$ cat config.mk
export PLATFORM = sky130hd
export DESIGN_NAME = spi_ram_responder
export DESIGN_NICKNAME = d
export VERILOG_FILES = /design/src/rtl/spi_ram_responder.sv
export SDC_FILE = /design/constraint.sdc
export NUM_CORES = 1
export LEC_CHECK = 0
export ABC_AREA = 1
export CORE_MARGIN = 2
export CORE_UTILIZATION = 59
export DETAILED_ROUTE_END_ITERATION = 7
export DONT_BUFFER_PORTS = 1
export GPL_TIMING_DRIVEN = 0
export PLACE_DENSITY = 0.76
export SLEW_MARGIN = 10
export SYNTH_ARGS = -nofsm -noshare
export SYNTH_HDL_FRONTEND = slang
export SYNTH_SLANG_ARGS = --single-unit
export TNS_END_PERCENT = 100
$ cat constraint.sdc
create_clock -name clk -period 1.7 [get_ports clk]
set_input_delay 0.34 -clock clk [delete_from_list [all_inputs] [get_ports clk]]
set_output_delay 0.34 -clock clk [all_outputs]
set_load 0.05 [all_outputs]
$ cat src/rtl/spi_ram_responder.sv
`default_nettype none
// ============================================================================
//  Module   : spi_ram_responder
//  Purpose  : SPI mode-0 SRAM target (READ 0x03 / WRITE 0x02, 16-bit address,
//             sequential mode) bridged onto a byte-wide parallel memory port.
//  Revision : 1.0  initial release
// ============================================================================
module spi_ram_responder #(
   parameter int ADDR_BITS   = 16,
   parameter int SYNC_STAGES = 2
) (
   input  logic                 clk,
   input  logic                 rst_n,
   input  logic                 spi_clk,
   input  logic                 spi_select,
   input  logic                 spi_mosi,
   output logic                 spi_miso,
   output logic                 spi_miso_oe,
   output logic [ADDR_BITS-1:0] mem_addr,
   output logic                 mem_re,
   input  logic [7:0]           mem_rdata,
   output logic                 mem_we,
   output logic [7:0]           mem_wdata,
   output logic                 busy
);

   localparam logic [2:0] S_IDLE   = 3'd0;
   localparam logic [2:0] S_CMD    = 3'd1;
   localparam logic [2:0] S_ADDR   = 3'd2;
   localparam logic [2:0] S_READ   = 3'd3;
   localparam logic [2:0] S_WRITE  = 3'd4;
   localparam logic [2:0] S_IGNORE = 3'd5;

   localparam logic [7:0] CMD_READ  = 8'h03;
   localparam logic [7:0] CMD_WRITE = 8'h02;

   // {spi_clk, spi_select, spi_mosi} after the synchronizer
   logic [2:0] w_sync;

   generate
      if (SYNC_STAGES > 0) begin : g_sync
         logic [2:0] sync_q [SYNC_STAGES];
         always_ff @(posedge clk or negedge rst_n) begin
            if (!rst_n) begin
               for (int i = 0; i < SYNC_STAGES; i++) sync_q[i] <= 3'b000;
            end else begin
               sync_q[0] <= {spi_clk, spi_select, spi_mosi};
               for (int i = 1; i < SYNC_STAGES; i++) sync_q[i] <= sync_q[i-1];
            end
         end
         assign w_sync = sync_q[SYNC_STAGES-1];
      end else begin : g_nosync
         assign w_sync = {spi_clk, spi_select, spi_mosi};
      end
   endgenerate

   logic w_sclk, w_sel, w_mosi;
   assign w_sclk = w_sync[2];
   assign w_sel  = w_sync[1];
   assign w_mosi = w_sync[0];

   logic                 sclk_prev_q, sel_prev_q;
   logic [2:0]           state_q,   state_d;
   logic [3:0]           cnt_q,     cnt_d;
   logic [14:0]          rx_q,      rx_d;
   logic [7:0]           tx_q,      tx_d;
   logic                 rd_mode_q, rd_mode_d;
   logic                 rd_cap_q,  rd_cap_d;
   logic                 miso_q,    miso_d;
   logic                 oe_q,      oe_d;
   logic [ADDR_BITS-1:0] addr_q,    addr_d;
   logic                 re_q,      re_d;
   logic                 we_q,      we_d;
   logic [7:0]           wdata_q,   wdata_d;
   logic                 busy_q,    busy_d;

   logic        w_rise, w_fall;
   logic [7:0]  w_byte, w_tx;
   logic [15:0] w_addr16;
   logic [3:0]  w_cnt_inc;

   assign w_rise    = w_sclk & ~sclk_prev_q;
   assign w_fall    = ~w_sclk & sclk_prev_q;
   assign w_byte    = {rx_q[6:0], w_mosi};
   assign w_addr16  = {rx_q[14:0], w_mosi};
   assign w_cnt_inc = cnt_q + 4'd1;
   // Read data may land in the same cycle as the falling edge that shifts it out
   assign w_tx      = rd_cap_q ? mem_rdata : tx_q;

   always_comb begin
      state_d   = state_q;
      cnt_d     = cnt_q;
      rx_d      = rx_q;
      tx_d      = tx_q;
      rd_mode_d = rd_mode_q;
      rd_cap_d  = re_q;
      miso_d    = miso_q;
      oe_d      = oe_q;
      addr_d    = addr_q;
      re_d      = 1'b0;
      we_d      = 1'b0;
      wdata_d   = wdata_q;
      busy_d    = busy_q;

      if (we_q) addr_d = addr_q + ADDR_BITS'(1);
      if (rd_cap_q) tx_d = mem_rdata;

      if (w_sel) begin
         state_d = S_IDLE;
         cnt_d   = 4'd0;
         miso_d  = 1'b0;
         oe_d    = 1'b0;
         busy_d  = 1'b0;
      end else begin
         case (state_q)
            S_IDLE: begin
               if (sel_prev_q) begin
                  state_d = S_CMD;
                  busy_d  = 1'b1;
                  cnt_d   = 4'd0;
               end
            end
            S_CMD: begin
               if (w_rise) begin
                  rx_d  = w_addr16[14:0];
                  cnt_d = w_cnt_inc;
                  if (cnt_q == 4'd7) begin
                     cnt_d = 4'd0;
                     if (w_byte == CMD_READ) begin
                        state_d   = S_ADDR;
                        rd_mode_d = 1'b1;
                     end else if (w_byte == CMD_WRITE) begin
                        state_d   = S_ADDR;
                        rd_mode_d = 1'b0;
                     end else begin
                        state_d   = S_IGNORE;
                     end
                  end
               end
            end
            S_ADDR: begin
               if (w_rise) begin
                  rx_d  = w_addr16[14:0];
                  cnt_d = w_cnt_inc;
                  if (cnt_q == 4'd15) begin
                     cnt_d  = 4'd0;
                     addr_d = w_addr16[ADDR_BITS-1:0];
                     if (rd_mode_q) begin
                        re_d    = 1'b1;
                        state_d = S_READ;
                     end else begin
                        state_d = S_WRITE;
                     end
                  end
               end
            end
            S_READ: begin
               if (w_rise) begin
                  cnt_d = (cnt_q == 4'd7) ? 4'd0 : w_cnt_inc;
                  // Bit 0 of the byte is going out: fetch the next byte now
                  if (cnt_q == 4'd7) begin
                     addr_d = addr_q + ADDR_BITS'(1);
                     re_d   = 1'b1;
                  end
               end
               if (w_fall) begin
                  miso_d = w_tx[7];
                  tx_d   = {w_tx[6:0], 1'b0};
                  oe_d   = 1'b1;
               end
            end
            S_WRITE: begin
               if (w_rise) begin
                  rx_d  = w_addr16[14:0];
                  cnt_d = w_cnt_inc;
                  if (cnt_q == 4'd7) begin
                     cnt_d   = 4'd0;
                     wdata_d = w_byte;
                     we_d    = 1'b1;
                  end
               end
            end
            default: begin
               state_d = S_IGNORE;
            end
         endcase
      end
   end

   always_ff @(posedge clk or negedge rst_n) begin
      if (!rst_n) begin
         sclk_prev_q <= 1'b0;
         sel_prev_q  <= 1'b0;
         state_q     <= S_IDLE;
         cnt_q       <= 4'd0;
         rx_q        <= 15'd0;
         tx_q        <= 8'd0;
         rd_mode_q   <= 1'b0;
         rd_cap_q    <= 1'b0;
         miso_q      <= 1'b0;
         oe_q        <= 1'b0;
         addr_q      <= '0;
         re_q        <= 1'b0;
         we_q        <= 1'b0;
         wdata_q     <= 8'd0;
         busy_q      <= 1'b0;
      end else begin
         sclk_prev_q <= w_sclk;
         sel_prev_q  <= w_sel;
         state_q     <= state_d;
         cnt_q       <= cnt_d;
         rx_q        <= rx_d;
         tx_q        <= tx_d;
         rd_mode_q   <= rd_mode_d;
         rd_cap_q    <= rd_cap_d;
         miso_q      <= miso_d;
         oe_q        <= oe_d;
         addr_q      <= addr_d;
         re_q        <= re_d;
         we_q        <= we_d;
         wdata_q     <= wdata_d;
         busy_q      <= busy_d;
      end
   end

   assign spi_miso    = miso_q;
   assign spi_miso_oe = oe_q;
   assign mem_addr    = addr_q;
   assign mem_re      = re_q;
   assign mem_we      = we_q;
   assign mem_wdata   = wdata_q;
   assign busy        = busy_q;

endmodule
`default_nettype wire

==> reports/qor.csv, run 1 <==
stage,metric,value,unit
yosys,ys_seq_elements,69,
sta,fmax,0.574,GHz
worst_setup_path,rr_startpoint,mem_addr[1]$_DFF_PN0_,
yosys,synth-edff-count,0,
worst_setup_path,slowest_delay,590,ps
worst_setup_path,cp.required,1930,ps
global_route,grt_pass1_vias,3351,
yosys,yosysTopAreaCell,dfrtp_1,
sta,hold_viol_final,69,
power,swShare,33.7,%
power,p_int,2.87,mW
worst_setup_path,rr_worst_depth,10,
yosys,yosysMostFrequentCell,nand2_1,
power,power.switching,1.46,mW
clocking,clkSinkCount,69,
sta,setup_ws,-43.6,ps
placement,gp_congestion,0.913,
finish,syn2layout_area_growth,18.9,%
global_route,grt_max_degree,70,
hold_path,hp-class,input pin to async pin,
worst_setup_path,rrSetupSlack,-40,ps
yosys,synth.cell_area,0.00385,sq mm
power,combinationalPowerShare,21.5,%
power,p_per_area,946,mW/mm^2
placement,pre_cts_ws,-224,ps
detailed_routing,wl_per_cell,15.8,microns
clocking,clkTransAtPathRegs,90,ps
yosys,synth_seq_area_share,44.8,%
worst_setup_path,cp-end-kind,register,
finish,num_antenna_cells,0,
clocking,cts_buffers,9,
worst_setup_path,regToRegEndpoint,mem_addr[11]$_DFF_PN0_,
yosys,async_flop_share,100,%
yosys,syn_inst,526,
sta,period_needed,1740,ps
global_route,overflow,0,
clocking,clock_path_buffers,2,
die,core-area,0.00631,sq mm
detailed_routing,ant_nets,0,
detailed_routing,vias,3705,
outcome,outcome,"complete, but fails checks",
die,row_count,29,
die,die_w,84.8,microns
worst_setup_path,crit_family,simple AND/OR/NAND/NOR gates,
yosys,yosysTopAreaCellShare,44.8,%
finish,n_fill_cell,500,
sta,grt_setup_unrepaired,true,
detailed_routing,wl,9950,microns
yosys,synth_cell_type_count,32,
global_route,track_usage,27.8,%
yosys,ys_warn_count,0,
detailed_routing,first_pass_iters,7,
sta,setup_violations,2,
clocking,cts_tree,yes,
detailed_routing,routed_via_density,5.86,
clocking,htree_levels,3,
detailed_routing,drc,0,
placement,io_buffers,0,
finish,drive_gt1_share,23.8,%
power,p_clk_share,30.9,%
power,irDropWorstVdd,0.711,mV
sta,fin_skew,19.6,ps
clocking,root_buffer,clkbuf_8,
yosys,avgSynthCellArea,7.32,sq um
power,power.share.sequential,47.6,%
sta,tns,-55.3,ps
yosys,synth_commonest_cells,"nand2_1 (162), nand3_1 (70), dfrtp_1 (69)",
detailed_routing,drt-initial-drc-count,289,
worst_setup_path,path_cells,nand2_2 -> nor2_4 -> buf_12 -> buf_4 -> nand4_1 -> nand2_1 -> a21oi_1 -> nand3_1 -> nand2_1 -> nand2_1,
global_route,antenna_found_initial,0,
clocking,clock_latency,360,ps
sta,relSlewSlack,60.1,%
power,p_leak,2.17,nW
worst_setup_path,worstPathArrival,1970,ps
worst_setup_path,crit_slowest_cell,dfrtp_4,
global_route,grt_pass1_wl,15700,microns
yosys,ys.flop_type,dfrtp_1,
yosys,synthTopCellsByArea,"dfrtp_1 (45%), nand2_1 (16%), nand3_1 (9.1%)",
worst_setup_path,cp_num_buf_inv,2,
sta,drv_slew,0,
finish,nNetsFinal,565,
sta,worst_pin_slew,598,ps
die,initial_utilization,61.0,%
worst_setup_path,critPathMaxFanout,8,
worst_setup_path,crit_type,register to register,
sta,hold_ws,-325,ps
outcome,violations,"hold timing, setup timing",
die,pin_count,42,
die,die_y,84.8,microns
yosys,syn_nets,541,
worst_setup_path,cp_common_cell,nand2_1,
sta,period_share,103,%
job,drv_cap,0,
placement,hpwl,6420,microns
die,die_area,0.00719,sq mm
worst_setup_path,crit_path_start_kind,register,
-- through the flow --
stage | area [sq um] | hold WS [ps] | power [mW] | std cells | util, %
after global placement | 3950 | 45.8 | 2.93 | 603 | 62.6
after global routing | 4580 | -337 | 4.57 | 632 | 72.5
after detailed placement | 3950 | 45.8 | 2.95 | 603 | 62.6
after floorplan | 3860 | 44.4 | 2.74 | 526 | -
final | 4580 | -325 | 4.33 | 632 | 72.5
after CTS | 4240 | -339 | 4.29 | 624 | 67.2
-- area by class of cell --
type	count	area, sq um	share of cell area, %
clock buffer	12	145	3.17
multi-input combinational	378	2040	44.6
tap	77	96.3	2.10
clock inverter	4	47.5	1.04
inverter	64	254	5.55
buffer	15	103	2.24
timing repair buffer	13	125	2.73
sequential	69	1760	38.5
-- worst max-delay path by stage --
stage	startpoint	to	slack, ps	depth (start not counted)
floorplan	mem_addr[2]$_DFF_PN0_	mem_addr[5]$_DFF_PN0_	10	9
global placement	mem_we$_DFF_PN0_	mem_addr[2]$_DFF_PN0_	-210	7
detailed placement	mem_addr[2]$_DFF_PN0_	mem_addr[5]$_DFF_PN0_	-220	9
CTS	mem_addr[1]$_DFF_PN0_	mem_addr[4]$_DFF_PN0_	-20	9
global route	mem_addr[2]$_DFF_PN0_	mem_addr[11]$_DFF_PN0_	-100	10
finish	mem_addr[1]$_DFF_PN0_	mem_addr[11]$_DFF_PN0_	-40	10
-- layout by cell type (no fill, tap or decap), types with 6 or more instances in the layout --
| cell | netlist | layout |
|---|---|---|
| nand2_1 | 162 | 146 |
| nand3_1 | 70 | 58 |
| dfrtp_1 | 69 | 53 |
| inv_1 | 54 | 49 |
| o21ai_1 | 33 | 34 |
| nor2_1 | 36 | 29 |
| a21oi_1 | 17 | 16 |
| nand2_2 | 4 | 14 |
| inv_2 | 9 | 10 |
| nand4_1 | 10 | 10 |
| nand3_2 | 0 | 10 |
| clkbuf_8 | 0 | 10 |
| nor2_4 | 5 | 9 |
| buf_4 | 1 | 9 |
| dfrtp_2 | 0 | 9 |
| nand2_4 | 2 | 8 |
| buf_2 | 10 | 7 |
| dfrtp_4 | 0 | 7 |
| buf_6 | 2 | 6 |
-- cells by family after synthesis --
family | count (synthesis) | share of synthesized area [%]
AOI/OAI and AO/OA | 77 | 11.2
xor gates and xnor gates | 3 | 0.683
adders and majority gates | 2 | 0.650
buffers and inverters | 79 | 8.51
DFF | 69 | 44.8
and+or+nand+nor | 296 | 34.1
-- power groups by stage --
stage                     registers [mW]  logic (mW)  clock network, mW
after floorplan                     2.03       0.702                  0
after global placement              2.07       0.862                  0
after detailed placement            2.08       0.875                  0
after CTS                           2.05       0.882               1.36
after global routing                2.09        1.06               1.42
final                               2.06       0.933               1.34
-- layer usage --
layer  routed length (microns)  track usage, %  part of all wire (%)  up-vias
met5                         0               0                     0        -
met4                       245            12.1                   2.5        0
met3                       643            6.29                   6.5       28
met2                      4610            42.4                    46      141
met1                      4450            38.2                    45     1769
li1                          -               -                     -     1767
-- what timing repair did --
item / 4_1_cts / 5_1_grt
endpoints found under the setup margin: 14 / 30
resized for setup: 23 / 79
endpoints found under the hold margin: 69 / 69
buffers inserted: 5 / 7
pin swaps: 3 / 12
gates cloned: 0 / 1
-- sequential cells by signal (all words and copies together), names as in the netlist, 3 cells and up --
signal	count
mem_addr	16
rx_q	15
mem_wdata	8
tx_q	8
cnt_q	4
g_sync.sync_q	3
state_q	3
w_sync	3
(Power assumes the default switching activity.)
==> run 2: changes to the inputs <==
==> constraint.sdc (replaced) <==
create_clock -name clk -period 1.7 [get_ports clk]
set_input_delay 0.085 -clock clk [delete_from_list [all_inputs] [get_ports clk]]
set_output_delay 0.085 -clock clk [all_outputs]
set_load 0.05 [all_outputs]
==> run 2 against run 1 <==
Net effect:
- the run ends with setup timing left
- register-to-register slack improved by 40 ps
- worst setup slack improved by 38 ps
- clock-buffer cell count stayed put
- wire length is 6.8% higher
- cell count increased by 3.0%
- clock skew barely moved
- via count up 2.3%
- sequential power is essentially flat
- clock power about the same
- sequential share of layout area decreased by 2.3 points
- utilization grew 4.6 points
- sequential cell count stayed put
- critical path type unchanged
- largest cell class unchanged
==> reports/qor.csv, run 2 (synthesized netlist as in run 1, its figures left out) <==
stage,metric,value,unit,change
outcome,outcome,"complete, but fails checks",,
outcome,violations,setup timing,,
sta,hold_viol_final,0,,-100%
power,combinationalPowerShare,22.6,%,+1.1 points
sta,setup_violations,1,,-1
finish,finalNonFillerCells,651,,+3.0%
detailed_routing,drt-initial-drc-count,253,,-12%
power,swShare,34.2,%,+0.49 points
placement,io_buffers,0,,unchanged
sta,hold_ws,12.9,ps,+338 ps
sta,setup_ws,-5.94,ps,+37.7 ps
global_route,grt_pass1_vias,3401,,+1.5%
clocking,root_buffer,clkbuf_8,,
worst_setup_path,cp.required,1920,ps,about the same
placement,pre_cts_ws,-224,ps,unchanged
detailed_routing,wl,10600,microns,+6.8%
clocking,clock_latency,360,ps,about the same
clocking,htree_levels,3,,unchanged
finish,drive_gt1_share,28.0,%,+4.3 points
sta,relSlewSlack,63.8,%,+3.7 points
die,pin_count,42,,unchanged
clocking,cts_tree,yes,,
sta,tns,-5.94,ps,+49.4 ps
worst_setup_path,crit_path_start_kind,register,,
global_route,grt_max_degree,70,,unchanged
worst_setup_path,slowest_delay,580,ps,about the same
sta,fin_skew,19.4,ps,-0.234 ps
finish,num_antenna_cells,0,,unchanged
detailed_routing,first_pass_iters,5,,-2
job,drv_cap,0,,unchanged
worst_setup_path,critPathMaxFanout,10,,+2
die,initial_utilization,61.0,%,unchanged
worst_setup_path,cp-end-kind,register,,
global_route,grt_pass1_wl,16000,microns,+2.0%
finish,final_area,0.00487,sq mm,+6.3%
sta,period_needed,1710,ps,-37.7 ps
power,power.switching,1.50,mW,+3.0%
power,irDropWorstVdd,0.727,mV,+2.3%
power,power,4.40,mW,+1.5%
finish,nNetsFinal,584,,+3.4%
worst_setup_path,crit_type,register to register,,
detailed_routing,ant_nets,0,,unchanged
die,core-area,0.00631,sq mm,unchanged
die,die_w,84.8,microns,unchanged
sta,worst_pin_slew,542,ps,-55.9 ps
placement,placed_area,0.00395,sq mm,unchanged
detailed_routing,vias,3792,,+2.3%
clocking,cts_buffers,9,,unchanged
power,p_leak,2.30,nW,+5.8%
power,power.share.sequential,46.9,%,-0.7 points
clocking,clkTransAtPathRegs,80,ps,about the same
power,p_clk_share,30.5,%,-0.4 points
finish,syn2layout_area_growth,26.5,%,
detailed_routing,routed_via_density,5.82,,-0.64%
worst_setup_path,crit_slowest_cell,dfrtp_4,,
finish,mostFrequentLayoutCell,nand2_1,,
global_route,overflow,0,,unchanged
finish,largest_reg_flops,16,,unchanged
detailed_routing,drc,0,,unchanged
placement,hpwl,6420,microns,unchanged
die,row_count,29,,unchanged
sta,drv_slew,0,,unchanged
placement,dpl.cell_count,603,,unchanged
clocking,clkSinkCount,69,,unchanged
die,die_y,84.8,microns,unchanged
finish,mostFrequentLayoutCells,"nand2_1 (141), dfrtp_1 (53), nand3_1 (49)",,
power,p_per_area,904,mW/mm^2,-4.5%
detailed_routing,wl_per_cell,16.3,microns,+3.7%
die,die_area,0.00719,sq mm,unchanged
sta,period_share,100,%,-2.2 points
global_route,track_usage,28.3,%,+0.56 points
global_route,antenna_found_initial,0,,unchanged
sta,fmax,0.586,GHz,+2.2%
placement,gp_congestion,0.913,,unchanged
finish,finish.utilization,77.1,%,+4.6 points
worst_setup_path,path_cells,buf_2 -> buf_2 -> nand3_1 -> o211ai_1 -> nand3_1,,
clocking,clock_path_buffers,2,,unchanged
sta,grt_setup_unrepaired,true,,
worst_setup_path,crit_family,buffers and inverters,,
worst_setup_path,worstPathArrival,1930,ps,-40 ps
worst_setup_path,cp_num_buf_inv,2,,unchanged
hold_path,hp-class,input pin to register,,
power,p_int,2.90,mW,+0.78%
run 2: worst register-to-register path, delay by kind of cell, from the launching register on:
| kind | cells | cell delay [ps] |
|---|---|---|
| and+or+nand+nor | 2 | 220 |
| AOI/OAI and AO/OA | 1 | 100 |
| DFF | 1 | 580 |
| buffers and inverters | 2 | 690 |
run 2: cell type report:
cell class	instances	area, sq um
Tap cell	77	96.3
Sequential cell	69	1760
Clock buffer	12	145
Inverter	64	256
Clock inverter	4	47.5
Fill cell	445	1450
Timing Repair Buffer	32	332
Buffer	15	98.8
Multi-Input combinational cell	378	2130
run 2: power by group through the flow:
stage / sequential [mW] / clock, mW / combinational, mW
after detailed placement: 2.08 / 0 / 0.875
final: 2.07 / 1.34 / 0.994
after global placement: 2.07 / 0 / 0.862
after CTS: 2.05 / 1.36 / 0.943
after floorplan: 2.03 / 0 / 0.702
after global routing: 2.09 / 1.42 / 1.13
run 2: repair_timing:
action / 4_1_cts / 5_1_grt
gates resized for setup: 23 / 103
gates cloned: 0 / 1
buffers inserted: 5 / 14
hold endpoints to repair: 79 / 0
endpoints found under the setup margin: 14 / 30
pin swaps: 3 / 37
hold buffers: 12 / 0
run 2: worst paths after layout:
check,from,end,slack (ps),depth (start not counted)
max in group asynchronous,rst_n,mem_addr[3]$_DFF_PN0_,1080,2
hold / removal,mem_rdata[7],spi_miso$_DFFE_PN0P_,10,4
min in group asynchronous,rst_n,mem_addr[9]$_DFF_PN0_,260,2
setup reg to reg,mem_we$_DFF_PN0_,mem_addr[12]$_DFF_PN0_,-6,5
hold reg to reg,g_sync.sync_q[5]$_DFF_PN0_,w_sync[2]$_DFF_PN0_,350,0
setup / recovery,mem_we$_DFF_PN0_,mem_addr[12]$_DFF_PN0_,-6,5
run 2: per-layer routing:
layer / track usage [%] / routed length, microns
met2: 43.2 / 5060
met3: 6.98 / 709
met1: 38.7 / 4550
met4: 12.1 / 313
met5: 0 / 0
